**config.mk**
```make
export PLATFORM = sky130hd
export DESIGN_NAME = if_fetch_unit
export DESIGN_NICKNAME = d
export VERILOG_FILES = /design/src/rtl/if_fetch_unit_pkg.sv /design/src/rtl/if_fetch_queue.sv /design/src/rtl/if_fetch_unit.sv
export SDC_FILE = /design/constraint.sdc
export NUM_CORES = 1
export LEC_CHECK = 0
export BUFFER_PORTS_ARGS = -buffer_cell sky130_fd_sc_hd__buf_4
export CAP_MARGIN = 20
export CELL_PAD_IN_SITES_DETAIL_PLACEMENT = 1
export CELL_PAD_IN_SITES_GLOBAL_PLACEMENT = 1
export CORE_MARGIN = 1.5
export CORE_UTILIZATION = 47
export CTS_BUF_LIST = sky130_fd_sc_hd__clkbuf_8
export DETAILED_ROUTE_END_ITERATION = 10
export GPL_TIMING_DRIVEN = 0
export MAX_ROUTING_LAYER = met4
export PLACE_DENSITY = 0.88
export SLEW_MARGIN = 20
export SYNTH_ARGS = -nofsm -noshare
export SYNTH_HDL_FRONTEND = slang
export SYNTH_SLANG_ARGS = --single-unit
```
**constraint.sdc**
```tcl
create_clock -name clk -period 9 [get_ports clk]
set_input_delay 1.8 -clock clk [delete_from_list [all_inputs] [get_ports clk]]
set_output_delay 1.8 -clock clk [all_outputs]
set_load 0.02 [all_outputs]
```
**src/rtl/if_fetch_unit_pkg.sv**
```systemverilog
// Shared constants for the instruction-fetch stage: default widths, start PC,
// halt encoding, FSM state encoding and fetch-queue depth.
package if_fetch_unit_pkg;

  localparam int          ADDR_W_DEF    = 19;
  localparam int          START_PC_DEF  = 1;
  localparam logic [31:0] HALT_WORD_DEF = 32'hFFFF_FFFF;
  localparam int          Q_DEPTH       = 2;

  localparam logic [1:0] ST_IDLE = 2'd0;
  localparam logic [1:0] ST_RUN  = 2'd1;
  localparam logic [1:0] ST_HALT = 2'd2;

endpackage

```
**src/rtl/if_fetch_queue.sv**
```systemverilog
// Two-entry in-order FIFO of {pc, inst} between the i-cache return and decode.
// Entry 0 is always the head; flush overrides push and pop.
module if_fetch_queue
  import if_fetch_unit_pkg::*;
#(
  parameter int ADDR_W = ADDR_W_DEF
) (
  input  logic              clk,
  input  logic              rst,
  input  logic              push,
  input  logic [ADDR_W-1:0] push_pc,
  input  logic [31:0]       push_inst,
  input  logic              pop,
  input  logic              flush,
  output logic              head_vld,
  output logic [ADDR_W-1:0] head_pc,
  output logic [31:0]       head_inst,
  output logic [1:0]        occ
);

  logic [ADDR_W-1:0] pc0, pc1;
  logic [31:0]       inst0, inst1;

  always_ff @(posedge clk) begin
    if (rst) begin
      occ   <= 2'd0;
      pc0   <= '0;
      pc1   <= '0;
      inst0 <= '0;
      inst1 <= '0;
    end else if (flush) begin
      occ <= 2'd0;
    end else begin
      case ({push, pop})
        2'b10: begin
          if (occ == 2'd0) begin
            pc0   <= push_pc;
            inst0 <= push_inst;
          end else begin
            pc1   <= push_pc;
            inst1 <= push_inst;
          end
          occ <= occ + 2'd1;
        end
        2'b01: begin
          pc0   <= pc1;
          inst0 <= inst1;
          occ   <= occ - 2'd1;
        end
        2'b11: begin
          // simultaneous push/pop: the new word lands behind whatever survives
          if (occ == 2'd1) begin
            pc0   <= push_pc;
            inst0 <= push_inst;
          end else begin
            pc0   <= pc1;
            inst0 <= inst1;
            pc1   <= push_pc;
            inst1 <= push_inst;
          end
        end
        default: ;
      endcase
    end
  end

  assign head_vld  = (occ != 2'd0);
  assign head_pc   = pc0;
  assign head_inst = inst0;

endmodule

```
**src/rtl/if_fetch_unit.sv**
```systemverilog
// Instruction fetch: issues PCs to a 1-cycle i-cache, queues returns, feeds decode.
// Optional IF_FETCH_PERF_EN adds perf_fetch_cnt / perf_stall_cnt counters.
module if_fetch_unit
  import if_fetch_unit_pkg::*;
#(
  parameter int          ADDR_W    = ADDR_W_DEF,
  parameter int          START_PC  = START_PC_DEF,
  parameter logic [31:0] HALT_WORD = HALT_WORD_DEF
) (
  input  logic              clk,
  input  logic              rst,
  input  logic              start,
  input  logic              load_busy,
  output logic              im_en,
  output logic [ADDR_W-1:0] im_addr,
  input  logic [31:0]       im_rdata,
  input  logic              stall,
  input  logic              redirect,
  input  logic [ADDR_W-1:0] redirect_pc,
  output logic              if_valid,
  output logic [31:0]       if_inst,
  output logic [ADDR_W-1:0] if_pc,
  output logic              halt
`ifdef IF_FETCH_PERF_EN
  ,
  output logic [31:0]       perf_fetch_cnt,
  output logic [31:0]       perf_stall_cnt
`endif
);

  logic [1:0]        state;
  logic [ADDR_W-1:0] pc;
  logic              vld_p1;
  logic [ADDR_W-1:0] pc_p1;
  logic [1:0]        occ;
  logic [2:0]        lvl;
  logic              run, kill, pop, q_pop, halt_pop, push;

  assign run      = (state == ST_RUN);
  assign kill     = run && redirect;
  assign pop      = if_valid && !stall;
  assign q_pop    = pop && !kill;
  assign halt_pop = run && q_pop && (if_inst == HALT_WORD);
  // occupancy after this cycle's pop plus the read already in flight
  assign lvl      = 3'(occ) - 3'(pop) + 3'(vld_p1);
  assign im_en    = run && !load_busy && !redirect && (lvl < 3'(Q_DEPTH));
  assign im_addr  = im_en ? pc : '0;
  assign push     = run && vld_p1 && !kill && !halt_pop;
  assign halt     = (state == ST_HALT);

  always_ff @(posedge clk) begin
    if (rst) begin
      state <= ST_IDLE;
      pc    <= ADDR_W'(START_PC);
    end else begin
      case (state)
        ST_IDLE: if (start && !load_busy) state <= ST_RUN;
        ST_RUN: begin
          if (redirect) begin
            pc <= redirect_pc;
          end else begin
            if (im_en) pc <= pc + ADDR_W'(1);
            if (halt_pop) state <= ST_HALT;
          end
        end
        default: ;
      endcase
    end
  end

  // ---- stage p1: i-cache read in flight, data returns this cycle ----
  always_ff @(posedge clk) begin
    if (rst) vld_p1 <= 1'b0;
    else     vld_p1 <= im_en;
  end

  always_ff @(posedge clk) begin
    pc_p1 <= pc;
  end

  if_fetch_queue #(.ADDR_W(ADDR_W)) u_queue (
    .clk       (clk),
    .rst       (rst),
    .push      (push),
    .push_pc   (pc_p1),
    .push_inst (im_rdata),
    .pop       (q_pop),
    .flush     (kill || halt_pop),
    .head_vld  (if_valid),
    .head_pc   (if_pc),
    .head_inst (if_inst),
    .occ       (occ)
  );

`ifdef IF_FETCH_PERF_EN
  function automatic logic [31:0] sat_inc(input logic [31:0] v);
    return (v == 32'hFFFF_FFFF) ? v : v + 32'd1;
  endfunction

  always_ff @(posedge clk) begin
    if (rst) begin
      perf_fetch_cnt <= '0;
      perf_stall_cnt <= '0;
    end else begin
      if (q_pop)              perf_fetch_cnt <= sat_inc(perf_fetch_cnt);
      if (if_valid && stall)  perf_stall_cnt <= sat_inc(perf_stall_cnt);
    end
  end
`endif

endmodule

```
==> Yosys cells after proc, flatten, opt, wreduce, memory -nomap -nowiden <==
Index checks and enable logic that the tools add are counted.
W data, S select, Z words.
{ "classes": {"n_reduce_logical": 31, "eq_ne": 13, "bitwise_logic": 1, "magnitude_cmp": 1, "addsub": 5, "n_mux": 20} }
{ "ops": {"columns": ["cell", "count"], "rows": [
  ["$mux W19", 7],
  ["$mux W32", 4],
  ["$pmux W32 S3", 1],
  ["$pmux W32 S2", 1],
  ["$pmux W19 S3", 1],
  ["$pmux W19 S2", 1],
  ["$eq A32 B32 Y1 const B", 1],
  ["$add A19 B1 Y19 const B", 1],
  ["$logic_and A1 B1 Y1", 12],
  ["$reduce_bool A2 Y1", 5],
  ["$ne A2 B2 Y1 const B", 4],
  ["$pmux W2 S2", 2],
  ["$reduce_and A4 Y1", 2],
  ["$eq A2 B1 Y1 const B", 3],
  ["$eq A2 B2 Y1 const B", 3],
  ["$mux W2", 3],
  ["$logic_not A1 Y1", 5],
  ["$logic_not A2 Y1", 2],
  ["$ne A2 B1 Y1 const B", 2],
  ["$add A3 B1 Y3", 1],
  ["$lt A3 B2 Y1 const B", 1],
  ["$reduce_and A3 Y1", 1],
  ["$reduce_bool A3 Y1", 1],
  ["$sub A2 B1 Y3", 1],
  ["other kinds (6)", 6]
]} }
{ "word_totals": {"reg_bits": 145} }

==> Logic depth before layout (Yosys ltp) <==
{ "depth": {"ltp_word": 11, "depth_mapped": 13, "depth_no_buf": 10} }

==> Cells and area by module <==
A second synthesis with hierarchy kept.
{ "unflattened": {"cells_unflattened": 816, "area_unflattened_um2": 7285.7} }
{ "modules_own_cells": {"columns": ["mod", "seq_area_each_um2", "area_per_inst_um2", "n_inst", "cells_per_inst"], "rows": [
  ["if_fetch_queue", 2082.0, 5157.4, 1, 578],
  ["if_fetch_unit", 820.8, 2128.3, 1, 238]
]} }

==> Least setup slack after synthesis <==
Ideal clock, no wire load.
{ "synth_path": {"path_kind": "input port to output port", "start": "in stall", "end": "out im_addr[10]", "slack_ps": 3081, "t_arrival_ps": 4119, "required_time_ps": 7200, "cell_stages": 9, "path_buffers": 1, "cell_sequence": "nor2_1 -> ha_1 -> nand2b_1 -> fa_1 -> nor2b_1 -> nand3_1 -> inv_1 -> clkbuf_1 -> and2_1"} }
{ "synth_between": {"elab_chain_len": 7} }
{ "synth_rtl": {"columns": ["element", "line", "source"], "rows": [
  ["start, declared", "if_fetch_unit.sv:17", "input logic stall,"],
  ["$logic_not A1 Y1", "if_fetch_unit.sv:41", "assign pop = if_valid && !stall;"],
  ["$logic_and A1 B1 Y1", "if_fetch_unit.sv:41", null],
  ["$sub A2 B1 Y3", "if_fetch_unit.sv:45", "assign lvl = 3'(occ) - 3'(pop) + 3'(vld_p1);"],
  ["$add A3 B1 Y3", "if_fetch_unit.sv:45", null],
  ["$lt A3 B2 Y1", "if_fetch_unit.sv:46", "assign im_en = run && !load_busy && !redirect && (lvl < 3'(Q_DEPTH));"],
  ["$logic_and A1 B1 Y1", "if_fetch_unit.sv:46", null],
  ["via im_en", "if_fetch_unit.sv:14", "output logic im_en,"],
  ["$mux W19", "if_fetch_unit.sv:47", "assign im_addr = im_en ? pc : '0;"],
  ["end, declared", "if_fetch_unit.sv:15", "output logic [ADDR_W-1:0] im_addr,"]
]} }
The timed path passes the listed nets, and every way through them passes these cells.

==> Worst setup path after layout <==
{ "layout_path": {"start": "in stall", "end": "out im_addr[8]"} }
{ "layout_between": {"elab_chain_len": 7} }
{ "layout_rtl": {"columns": ["element", "line"], "rows": [
  ["$logic_not A1 Y1", "if_fetch_unit.sv:41"],
  ["$logic_and A1 B1 Y1", "if_fetch_unit.sv:41"],
  ["$sub A2 B1 Y3", "if_fetch_unit.sv:45"],
  ["$add A3 B1 Y3", "if_fetch_unit.sv:45"],
  ["$lt A3 B2 Y1", "if_fetch_unit.sv:46"],
  ["$logic_and A1 B1 Y1", "if_fetch_unit.sv:46"],
  ["$mux W19", "if_fetch_unit.sv:47"]
]} }
No other way between the ends.

==> impl_metrics.tcl <==
set metrics [dict create \
    io_buffers 128 \
    final_cell_mix "145 x dfxtp_1, 128 x buf_4, 103 x a221oi_1" \
    crit_fanout 10 \
    syn_area_per_cell_um2 8.58 \
    worst_setup_path_start_kind "input port" \
    critPathRequiredTime_ps 7200 \
    grt_remaining_overflow 0 \
    synth-seq-cells 145 \
    instances_no_fill 1251 \
    maxSlewHeadroom_pct 27.6 \
    drv_slew 0 \
    async_reset_ff_share_pct 0 \
    synth_edf_count 0 \
    core_area_mm2 0.0157 \
    drt_iter0_drc 884 \
    grt_max_degree 17 \
    cts_root_buf "clkbuf_8" \
    cp.buffers_inverters 4 \
    ios 130 \
    whs_ps 392 \
    powerDensity_mw_per_mm2 142 \
    crit_path_frequent_cell "buf_4" \
    ys_seq_area_share_pct 38.7 \
    ys_types 55 \
    cts-htree-levels 4 \
    period_minus_slack_ps 6730 \
    dr.pass1.iters 5 \
    cts_hold_buffers 0 \
    drt_wl_total_mm 27.9 \
    areaGrowthSynthToFinish_pct 21.7 \
    die_area_mm2 0.0167 \
    dp.cells 1219 \
    via_per_inst 6.59 \
    finalCritPeriodShare_pct 74.8 \
    synth_nets 941 \
    p_comb_share_pct 8.1 \
    dpl.hpwl_mm 19.2 \
    cts_buffers 17 \
    fp.dieW_um 129 \
    hold_viol 0 \
    clock_power_share_pct 40.6 \
    worstMarginPinSlew_ps 1080 \
    final_core_util_pct 58.1 \
    ctsResizeCount 0 \
    grt_pass1_wl_mm 44.3 \
    worstSkewPairLatency_ps 480 \
    worst_path_max_delay_cell "fa_1" \
    crit_type "in2out" \
    antenna_found_initial 0 \
    crit_path_cell_trace "buf_4 > nor2_1 > ha_1 > nand2b_1 > fa_1 > nor2b_1 > nand3_1 > inv_1 > clkbuf_1 > and2_1 > buf_4" \
    grt_pass1_vias 8247 \
    postRouteAntennaNets 0 \
    cts_setup_buffers 0 \
    end_kind "output pin" \
    start_util_pct 47.8 \
    grt_usage_pct 34.9 \
    clockBufferDepth 2 \
    mostFrequentLayoutCell "dfxtp_1" \
    fin_nets 1088 \
    fin_skew_ps 16.5 \
    cpPeakStageDelay_ps 540 \
    hold_class "reg2reg" \
    routedWlPerCell_um 22.3 \
    num_rows 46 \
    cts_sinks 145 \
    rsz0062_at_grt "false" \
    totalPowerFinal_mw 1.30 \
    internal_power_mw 0.956 \
    die_h_um 129 \
    leakagePower_nw 3.21 \
    timing.fmax_mhz 149 \
    drive_gt1_share_pct 16.9 \
    p_sw_mw 0.342 \
    fin_tns_setup_ps 0 \
    yosysWarnings 0 \
    drc 0 \
    maxCapViolations 0 \
    gp_congestion 0.892 \
    synth_ff_type "dfxtp_1" \
    synth_area_mm2 0.00750 \
    path_delay_family "simple AND/OR/NAND/NOR gates" \
    switching_share_pct 26.3 \
    antenna_cells 0 \
    route.vias.total 8243 \
    path_clk_slew_ps 70 \
    synth_cells 875 \
    cts_tree "built" \
    cp.arrival_ps 4930 \
    ir_worst_vdd_mv 0.0944 \
    finalSetupViolCount 0 \
    sequentialPowerShare_pct 51.3 \
    status "finished clean" \
]
[layout make-up]
class	count	area [µm²]
fill	1919	6580
multi-input combinational	566	3970
sequential	145	2900
timing repair buffer	128	961
buffer	104	408
clock buffer	20	275
tap	216	270
inverter	60	225
clock inverter	12	118
[sequential cells by signal, summed over array words and instances (netlist names)]
register	cells
u_queue.head_inst	32
u_queue.inst1	32
vld_p1	1
pc_p1	19
u_queue.occ	2
state	2
u_queue.head_pc	19
pc	19
u_queue.pc1	19
[cell usage after synthesis (18+ instances only)]
cell | n | area share [%]
nor2_1 | 20 | 1.0
nand4_1 | 66 | 5.5
nor2b_1 | 55 | 4.6
nand3b_1 | 52 | 5.2
clkbuf_1 | 88 | 4.4
nand2_1 | 20 | 1.0
a221oi_1 | 103 | 12
o21ai_0 | 59 | 3.9
dfxtp_1 | 145 | 39
inv_1 | 60 | 3.0
and2_1 | 18 | 1.5
o311ai_1 | 38 | 4.4
[layer usage]
layer	GRT usage (%)	up-vias	wire, µm
met5	-	-	0
met4	14.5	0	777
met3	5.49	74	2060
met2	55.3	406	13400
met1	44.5	4094	11700
li1	-	3669	-
[power groups by stage]
| stage | Combinational (mW) | Clock, mW | Sequential [mW] |
|---|---|---|---|
| 2_1_floorplan | 0.0522 | 0 | 0.675 |
| 3_3_place_gp | 0.100 | 0 | 0.679 |
| 3_5_place_dp | 0.102 | 0 | 0.680 |
| 4_1_cts | 0.103 | 0.528 | 0.665 |
| 5_1_grt | 0.113 | 0.554 | 0.666 |
| 6_report | 0.106 | 0.527 | 0.666 |
[kinds of logic after synthesis]
| logic type | Yosys count | synth area share [%] |
|---|---|---|
| compound gates | 269 | 27.2 |
| xor+xnor | 4 | 0.467 |
| fa+ha+maj | 9 | 1.60 |
| buf+inv | 164 | 8.44 |
| flops | 145 | 38.7 |
| mux | 2 | 0.267 |
| simple gates | 282 | 23.4 |
[worst register-to-register path, delay by kind of cell (launching register included)]
| kind | cells | cell delay (ps) |
|---|---|---|
| buffers and inverters | 2 | 880 |
| AO/OA/AOI/OAI | 3 | 700 |
| adder cells (fa/ha/maj) | 1 | 210 |
| AND/OR/NAND/NOR | 4 | 1740 |
| flip-flops | 1 | 430 |
[per-stage QoR]
step | instance area, µm² | worst slack [ps]
2_1_floorplan | 7500 | 3080
3_3_place_gp | 8730 | 2510
3_5_place_dp | 8740 | 2370
4_1_cts | 9130 | 2340
5_1_grt | 9130 | 2060
6_report | 9130 | 2270
[final timing paths]
check,from,to,slack (ps),cells after the start
setup / recovery,stall,im_addr[8],2270,11
hold / removal,pc[2]$_SDFFE_PP0P_,pc_p1[2]$_DFF_P_,390,0
setup reg to reg,state[0]$_SDFFE_PP0P_,u_queue.inst1[2]$_SDFFE_PP0P_,4920,10
hold reg to reg,pc[2]$_SDFFE_PP0P_,pc_p1[2]$_DFF_P_,390,0
Power figures use the tool's default switching activity.
